`src/rtl/mips_pkg.sv`:
```
// mips_pkg: opcodes, funct codes, FSM states, ALU ops, address map and ALU helpers for the multicycle MIPS core
package mips_pkg;
  localparam logic [31:0] TEXT_BASE = 32'h0040_0000;
  localparam logic [31:0] DATA_BASE = 32'h1001_0000;
  localparam logic [31:0] PORT_OUT_ADDR = 32'h1001_0024;
  localparam logic [31:0] PORT_IN_ADDR = 32'h1001_0028;
  localparam logic [5:0] OP_RTYPE = 6'h00, OP_J = 6'h02, OP_JAL = 6'h03, OP_BEQ = 6'h04, OP_BNE = 6'h05;
  localparam logic [5:0] OP_ADDI = 6'h08, OP_SLTI = 6'h0A, OP_ANDI = 6'h0C, OP_ORI = 6'h0D, OP_LUI = 6'h0F;
  localparam logic [5:0] OP_LW = 6'h23, OP_SW = 6'h2B;
  localparam logic [5:0] FN_SLL = 6'h00, FN_SRL = 6'h02, FN_JR = 6'h08, FN_ADD = 6'h20, FN_SUB = 6'h22;
  localparam logic [5:0] FN_AND = 6'h24, FN_OR = 6'h25, FN_NOR = 6'h27, FN_SLT = 6'h2A;
  typedef enum logic [2:0] {FETCH, DECODE, EXECUTE, MEMORY, WRITEBACK, TRAP} stateT;
  typedef enum logic [3:0] {ALU_ADD, ALU_SUB, ALU_AND, ALU_OR, ALU_NOR, ALU_SLT, ALU_SLL, ALU_SRL, ALU_LUI} aluOpT;
  function automatic aluOpT decodeAluOp(input logic [5:0] opcode, input logic [5:0] funct);
    if (opcode == OP_RTYPE)
      case (funct)
        FN_SUB: return ALU_SUB;
        FN_AND: return ALU_AND;
        FN_OR: return ALU_OR;
        FN_NOR: return ALU_NOR;
        FN_SLT: return ALU_SLT;
        FN_SLL: return ALU_SLL;
        FN_SRL: return ALU_SRL;
        default: return ALU_ADD;
      endcase
    case (opcode)
      OP_SLTI: return ALU_SLT;
      OP_ANDI: return ALU_AND;
      OP_ORI: return ALU_OR;
      OP_LUI: return ALU_LUI;
      default: return ALU_ADD;
    endcase
  endfunction
  // shifts and lui operate on the second operand (rt / immediate)
  function automatic logic [31:0] aluCompute(input aluOpT op, input logic [31:0] x, input logic [31:0] y, input logic [4:0] sh);
    case (op)
      ALU_SUB: return x - y;
      ALU_AND: return x & y;
      ALU_OR: return x | y;
      ALU_NOR: return ~(x | y);
      ALU_SLT: return {31'b0, $signed(x) < $signed(y)};
      ALU_SLL: return y << sh;
      ALU_SRL: return y >> sh;
      ALU_LUI: return {y[15:0], 16'h0};
      default: return x + y;
    endcase
  endfunction
endpackage

```
`src/rtl/mips_control_fsm.sv`:
```
// mips_control_fsm: state register and opcode/funct decode into datapath enables and mux selects
// Ports: clk, reset (async active-low), opcode/funct from IR, equal (A==B);
//        state, aluOp, pcSrc (0 ALU, 1 ALUOut, 2 jump, 3 A) and per-state write enables, InstrRetired, Trap.
// Build option: MIPS_TRAP_EN makes illegal instructions enter a terminal TRAP state instead of retiring as NOPs.
module mips_control_fsm import mips_pkg::*; (
  input logic clk,
  input logic reset,
  input logic [5:0] opcode,
  input logic [5:0] funct,
  input logic equal,
  output stateT state,
  output aluOpT aluOp,
  output logic [1:0] pcSrc,
  output logic pcWrite, irWrite, abWrite, aluOutWrite, aluSrcImm, zeroExt,
  output logic memWrite, mdrWrite, regWrite, regDstRd, link, memToReg,
  output logic InstrRetired,
  output logic Trap
);
`ifdef MIPS_TRAP_EN
  localparam bit TRAP_EN = 1'b1;
`else
  localparam bit TRAP_EN = 1'b0;
`endif
  stateT next;
  logic isR, isJr, isLw, isSw, isJal, isJump, isBranch, ctrlFlow, legal, taken;
  assign isR = opcode == OP_RTYPE;
  assign isJr = isR && funct == FN_JR;
  assign isLw = opcode == OP_LW;
  assign isSw = opcode == OP_SW;
  assign isJal = opcode == OP_JAL;
  assign isJump = isJal || opcode == OP_J;
  assign isBranch = opcode inside {OP_BEQ, OP_BNE};
  assign ctrlFlow = isBranch || isJump || isJr;
  assign taken = opcode == OP_BEQ ? equal : opcode == OP_BNE && !equal;
  assign legal = isR ? funct inside {FN_SLL, FN_SRL, FN_JR, FN_ADD, FN_SUB, FN_AND, FN_OR, FN_NOR, FN_SLT}
                     : opcode inside {OP_J, OP_JAL, OP_BEQ, OP_BNE, OP_ADDI, OP_SLTI, OP_ANDI, OP_ORI, OP_LUI, OP_LW, OP_SW};
  always_ff @(posedge clk or negedge reset)
    if (!reset) state <= FETCH;
    else state <= next;
  always_comb
    case (state)
      FETCH: next = DECODE;
      DECODE: next = legal ? EXECUTE : TRAP_EN ? TRAP : FETCH;
      EXECUTE: next = ctrlFlow ? FETCH : (isLw || isSw) ? MEMORY : WRITEBACK;
      MEMORY: next = isLw ? WRITEBACK : FETCH;
      TRAP: next = TRAP;
      default: next = FETCH;
    endcase
  // FETCH and DECODE borrow the ALU for PC+4 and the branch target
  always_comb begin
    irWrite = state == FETCH;
    abWrite = state == DECODE;
    pcWrite = irWrite || (state == EXECUTE && (taken || isJump || isJr));
    pcSrc = irWrite ? 2'd0 : isJr ? 2'd3 : isJump ? 2'd2 : 2'd1;
    aluOutWrite = abWrite || (state == EXECUTE && !ctrlFlow);
    aluOp = state == EXECUTE ? decodeAluOp(opcode, funct) : ALU_ADD;
    aluSrcImm = !isR;
    zeroExt = opcode inside {OP_ANDI, OP_ORI, OP_LUI};
    memWrite = state == MEMORY && isSw;
    mdrWrite = state == MEMORY && isLw;
    regWrite = state == WRITEBACK || (state == EXECUTE && isJal);
    regDstRd = isR;
    link = isJal;
    memToReg = isLw;
    InstrRetired = state == WRITEBACK || (state == EXECUTE && ctrlFlow) || memWrite || (abWrite && !legal && !TRAP_EN);
    Trap = TRAP_EN && state == TRAP;
  end
endmodule

```
`src/rtl/mips_multicycle_processor.sv`:
```
// mips_multicycle_processor: multicycle MIPS core with program ROM, data RAM and memory-mapped ports
// Ports: clk, reset (async active-low), PortIn (read at 0x1001_0028), ALUResultOut (ALUOut register),
//        PortOut (written at 0x1001_0024), InstrRetired (pulse in final state), Trap (sticky, MIPS_TRAP_EN only).
// PROGRAM holds the ROM image, word i in bits [32*i+31:32*i].
module mips_multicycle_processor import mips_pkg::*; #(
  parameter int MEMORY_DEPTH = 64,
  parameter int DATA_DEPTH = 64,
  parameter int PORT_IN_WIDTH = 8,
  parameter int PORT_OUT_WIDTH = 32,
  parameter logic [MEMORY_DEPTH*32-1:0] PROGRAM = '0
) (
  input logic clk,
  input logic reset,
  input logic [PORT_IN_WIDTH-1:0] PortIn,
  output logic [31:0] ALUResultOut,
  output logic [PORT_OUT_WIDTH-1:0] PortOut,
  output logic InstrRetired,
  output logic Trap
);
  localparam int ROM_AW = MEMORY_DEPTH > 1 ? $clog2(MEMORY_DEPTH) : 1;
  localparam int DATA_AW = DATA_DEPTH > 1 ? $clog2(DATA_DEPTH) : 1;
  localparam logic [31:0] SP_INIT = DATA_BASE + 32'(4 * DATA_DEPTH) - 32'd4;
  logic [31:0] pc, ir, a, b, mdr, aluOut, pcNext, romWord, romIndex, dataIndex, readData;
  logic [31:0] sextImm, immExt, srcA, srcB, aluResult, wData;
  logic [31:0] regFile [32];
  logic [31:0] rom [MEMORY_DEPTH];
  logic [31:0] ram [DATA_DEPTH];
  logic [4:0] rs, rt, rd, wAddr;
  logic [1:0] pcSrc;
  logic pcWrite, irWrite, abWrite, aluOutWrite, aluSrcImm, zeroExt, memWrite, mdrWrite;
  logic regWrite, regDstRd, link, memToReg, inRam, isPortIn, isPortOut;
  stateT state;
  aluOpT aluOp;
  mips_control_fsm u_fsm (
    .clk(clk), .reset(reset), .opcode(ir[31:26]), .funct(ir[5:0]), .equal(a == b),
    .state(state), .aluOp(aluOp), .pcSrc(pcSrc), .pcWrite(pcWrite), .irWrite(irWrite),
    .abWrite(abWrite), .aluOutWrite(aluOutWrite), .aluSrcImm(aluSrcImm), .zeroExt(zeroExt),
    .memWrite(memWrite), .mdrWrite(mdrWrite), .regWrite(regWrite), .regDstRd(regDstRd),
    .link(link), .memToReg(memToReg), .InstrRetired(InstrRetired), .Trap(Trap)
  );
  for (genvar g = 0; g < MEMORY_DEPTH; g++) begin : g_rom
    assign rom[g] = PROGRAM[g*32 +: 32];
  end
  assign rs = ir[25:21];
  assign rt = ir[20:16];
  assign rd = ir[15:11];
  assign sextImm = {{16{ir[15]}}, ir[15:0]};
  assign immExt = zeroExt ? {16'h0, ir[15:0]} : sextImm;
  assign romIndex = (pc - TEXT_BASE) >> 2;
  assign romWord = romIndex < 32'(MEMORY_DEPTH) ? rom[romIndex[ROM_AW-1:0]] : '0;
  assign srcA = (state == FETCH || state == DECODE) ? pc : a;
  assign srcB = state == FETCH ? 32'd4 : state == DECODE ? {sextImm[29:0], 2'b00} : aluSrcImm ? immExt : b;
  assign aluResult = aluCompute(aluOp, srcA, srcB, ir[10:6]);
  assign pcNext = pcSrc == 2'd0 ? aluResult : pcSrc == 2'd1 ? aluOut : pcSrc == 2'd2 ? {pc[31:28], ir[25:0], 2'b00} : a;
  // the low two address bits are ignored everywhere, so port matches mask them too
  assign dataIndex = (aluOut - DATA_BASE) >> 2;
  assign inRam = dataIndex < 32'(DATA_DEPTH);
  assign isPortIn = {aluOut[31:2], 2'b00} == PORT_IN_ADDR;
  assign isPortOut = {aluOut[31:2], 2'b00} == PORT_OUT_ADDR;
  assign readData = isPortIn ? 32'(PortIn) : inRam ? ram[dataIndex[DATA_AW-1:0]] : '0;
  assign wAddr = link ? 5'd31 : regDstRd ? rd : rt;
  assign wData = link ? pc : memToReg ? mdr : aluOut;
  assign ALUResultOut = aluOut;
  always_ff @(posedge clk)
    if (memWrite && inRam && !isPortOut) ram[dataIndex[DATA_AW-1:0]] <= b;
  always_ff @(posedge clk or negedge reset)
    if (!reset) begin
      pc <= TEXT_BASE;
      ir <= '0;
      a <= '0;
      b <= '0;
      mdr <= '0;
      aluOut <= '0;
      PortOut <= '0;
      for (int i = 0; i < 32; i++) regFile[i] <= (i == 29) ? SP_INIT : '0;
    end else begin
      if (pcWrite) pc <= pcNext;
      if (irWrite) ir <= romWord;
      if (abWrite) begin
        a <= regFile[rs];
        b <= regFile[rt];
      end
      if (aluOutWrite) aluOut <= aluResult;
      if (mdrWrite) mdr <= readData;
      if (memWrite && isPortOut) PortOut <= PORT_OUT_WIDTH'(b);
      if (regWrite && wAddr != 5'd0) regFile[wAddr] <= wData;
    end
endmodule

```
`config.mk`:
```
export PLATFORM = sky130hd
export DESIGN_NAME = mips_multicycle_processor
export DESIGN_NICKNAME = d
export VERILOG_FILES = /design/src/rtl/mips_pkg.sv /design/src/rtl/mips_control_fsm.sv /design/src/rtl/mips_multicycle_processor.sv
export SDC_FILE = /design/constraint.sdc
export NUM_CORES = 1
export LEC_CHECK = 0
export CORE_MARGIN = 1.5
export CORE_UTILIZATION = 40
export CTS_BUF_LIST = sky130_fd_sc_hd__clkbuf_2
export CTS_CLUSTER_DIAMETER = 200
export DETAILED_ROUTE_END_ITERATION = 10
export PLACE_DENSITY = 0.67
export RECOVER_POWER = 100
export SLEW_MARGIN = 30
export SYNTH_ARGS = -nofsm -noshare
export SYNTH_HDL_FRONTEND = slang
export SYNTH_SLANG_ARGS = --single-unit
```
`constraint.sdc`:
```
create_clock -name clk -period 3.68 [get_ports clk]
set_input_delay 1.104 -clock clk [delete_from_list [all_inputs] [get_ports clk]]
set_output_delay 1.104 -clock clk [all_outputs]
set_load 0.005 [all_outputs]
```
==> reports/metrics.csv <==
metric,value,unit
data arrival time of the critical path,1.95,ns
largest net degree at the start of global routing,36,
CTS Sinks,67,
number of flops mapped to enable cells by yosys,0,
Die W,98.33,µm
layout cells sized above 1,7.090,%
post-synthesis register bit count,67,
Vias,2572,
Comb power frac,1.9,%
grt ovf,0,
Final Max Tran Viols,30,
Max-slew headroom,-1.603,%
RSZ-0062 raised after global routing,false,
clock network fraction of total power,35.9,%
postcts setup bufs,0,
gr usage total,16.45,%
initial drt markers,134,
WS Path Type,reg2out,
setup violators final,0,
area grow syn2layout,10.98,%
Port Buf Inserts,34,
Rows,34,
"antenna viol nets, final",0,
Detailed Route WL,7337,µm
Worst-Margin Slew,1.524,ns
Achievable Freq,327.7,MHz
Pwr Total,1186,µW
Sequential Power Share,62.2,%
DRC violation count after routing,0,
Internal,891.5,µW
switch share,24.80,%
pwr dens,293.9,nW/µm²
nets@finish,417,
worst vdd ir,0.1400,mV
Critical-path top delay cell,dfrtp_1,
"Avg Cell Area, Syn",9.745,µm²
vias in the first global route,2591,
Sw Pwr,294.1,µW
setup TNS,0,ns
WL per Instance,14.19,µm
sequential share of the synthesized area,46.16,%
routability cong.,0.9145,
Critical Path Max Stage Delay,0.60,ns
DIE HEIGHT,98.33,µm
R2R setup slack,0.75,ns
min Tclk post-route,3.052,ns
CTS tree,done,
Clock Skew,0.03401,ns
Inserted Clock Buffers,9,
crit path cell chain,nor3b_1 > dlygate4sd3_1,
crit start category,flop,
Main synth FF type,dfrtp_1,
Syn Inst Count,373,
CP required,2.58,ns
Synth warnings,0,
clk_lat worst skew,0.52,ns
post-CTS sizing,0,
final worst-path cycle share,82.93,%
maxcap violations,1,
CTS Hold Buffers Added,0,
Ant. Diodes,0,
worst-path fanout max,18,
H-tree lvl count,3,
Post-synth ARST share,100.0,%
initial antenna violation count,0,
drt pass-1 iters,4,
post-synthesis cell area,3635,µm²
Yosys cell types,50,
Die ar.,9668,µm²
Hold Fails Final Rpt,0,
CTS root buf,clkbuf_2,
Via-to-Cell Ratio,4.975,
CP endpoint kind,output port,
CTS max path bufs,2,
status,"finished, violations left",
"Clk pin slew, worst setup/hold paths",0.20,ns
Min-Delay Path Class,reg2reg,
failing checks,"max-capacitance violations, max-slew violations",
I/O pin count,76,
Starting Density,41.48,%
Core Footprint,8763,µm²
Leak,0.001856,µW
post-DP HPWL,5293,µm
first-pass GRT wire length,12580,µm
## layout make-up
| class | instances | area [µm²] |
|---|---|---|
| flip-flops and latches | 67 | 1678 |
| repair buffers | 41 | 367.9 |
| multi-input cells | 280 | 1720 |
| well taps | 108 | 135.1 |
| clock inverters | 7 | 68.82 |
| inverters | 5 | 18.77 |
| clock buffers | 9 | 45.04 |
| fillers | 874 | 4730 |
## worst max-delay path, delay by kind of cell, from the launching register on
| family | cells | cell delay (ns) |
|---|---|---|
| flops | 1 | 0.60 |
| buf+inv | 1 | 0.59 |
| simple gates | 1 | 0.24 |
## cell families after synthesis
kind of cell / share of synthesized area [%]
buf+inv: 9.638
other cells: 0.1032
simple gates: 22.31
flops: 46.16
compound gates: 6.712
fa+ha+maj: 1.033
xor+xnor: 13.46
mux: 0.5852
## flip-flops by register name, summed over array words and instances, names as in the netlist
| name | cells |
|---|---|
| ALUResultOut | 32 |
| pc | 32 |
| u_fsm.state | 3 |
## through the flow
step	setup WS [ns]	util (%)	instance area [µm²]	std cells	hold slack, ns
final	0.6283	46.03	4034	517	0.4035
after global routing	0.4638	46.03	4034	517	0.4215
after CTS	0.6154	46.34	4061	517	0.4102
after detailed placement	0.8143	45.05	3948	501	0.3662
after global placement	0.8403	45.03	3946	501	0.3656
after floorplan	0.8822	-	3755	405	0.4299
## final timing paths
path / startpoint / to / cells past startpoint
min in group asynchronous: reset / ALUResultOut[2] / 1
max reg2reg: u_fsm.state[1] / pc[23] / 8
max in group asynchronous: reset / pc[31] / 2
min reg2reg: pc[1] / pc[1] / 0
max: u_fsm.state[1] / InstrRetired / 2
min: pc[1] / pc[1] / 0
## power groups by stage
stage	logic (µW)	registers, µW	clock network (µW)
finish	22.5	737	426
global route	28.2	738	473
CTS	24.4	737	441
detailed placement	24.6	750	0
global placement	24.1	750	0
floorplan	32.7	750	0
## cells in the mapped netlist (all sizes together) (2+ instances only)
library cell,instances,area share [%]
a22o,6,1.4
and2,5,0.86
and3,5,0.86
and4,3,0.72
and4bb,4,1.4
buf,36,7.4
clkbuf,17,1.8
dfrtp,66,45
ha,3,1.0
inv,5,0.52
nand2,51,5.3
nand2b,2,0.34
nand3,14,1.9
nand4,21,3.6
nand4bb,2,0.62
nor2,17,1.8
nor3,10,1.5
nor4,3,0.93
o21ai,26,3.6
o31ai,2,0.41
or2,2,0.34
xnor2,29,7.2
xor2,26,6.3
## layer usage
layer	track usage, %	vias to the layer above	part of all wire (%)
met5	0	-	0
met4	6.717	0	1.9
met3	3.937	10	3.4
met2	25.66	54	47
met1	22.02	1231	47
li1	-	1277	-
## placed cells by master, fill, tap and decap left out, types with 2 or more instances in the layout
cell and instances:
nand2_1 50, dlygate4sd3_1 33, nand4_1 21, nand4bb_1 2
and3_1 5, ha_1 3, and2_1 3, xnor2_1 28
nor2_1 17, clkbuf_2 9, o31ai_1 2, clkbuf_1 6
conb_1 33, and2_0 2, nand2b_1 2, and4_1 3
dfrtp_1 66, xor2_1 26, nand3_1 14, clkinvlp_4 2
a22o_1 6, buf_4 2, nor3_1 9, nor4_1 2
clkinv_2 3, inv_1 5, and4bb_2 4, o21ai_0 26
Note: power is estimated with default switching activity, not from simulation.
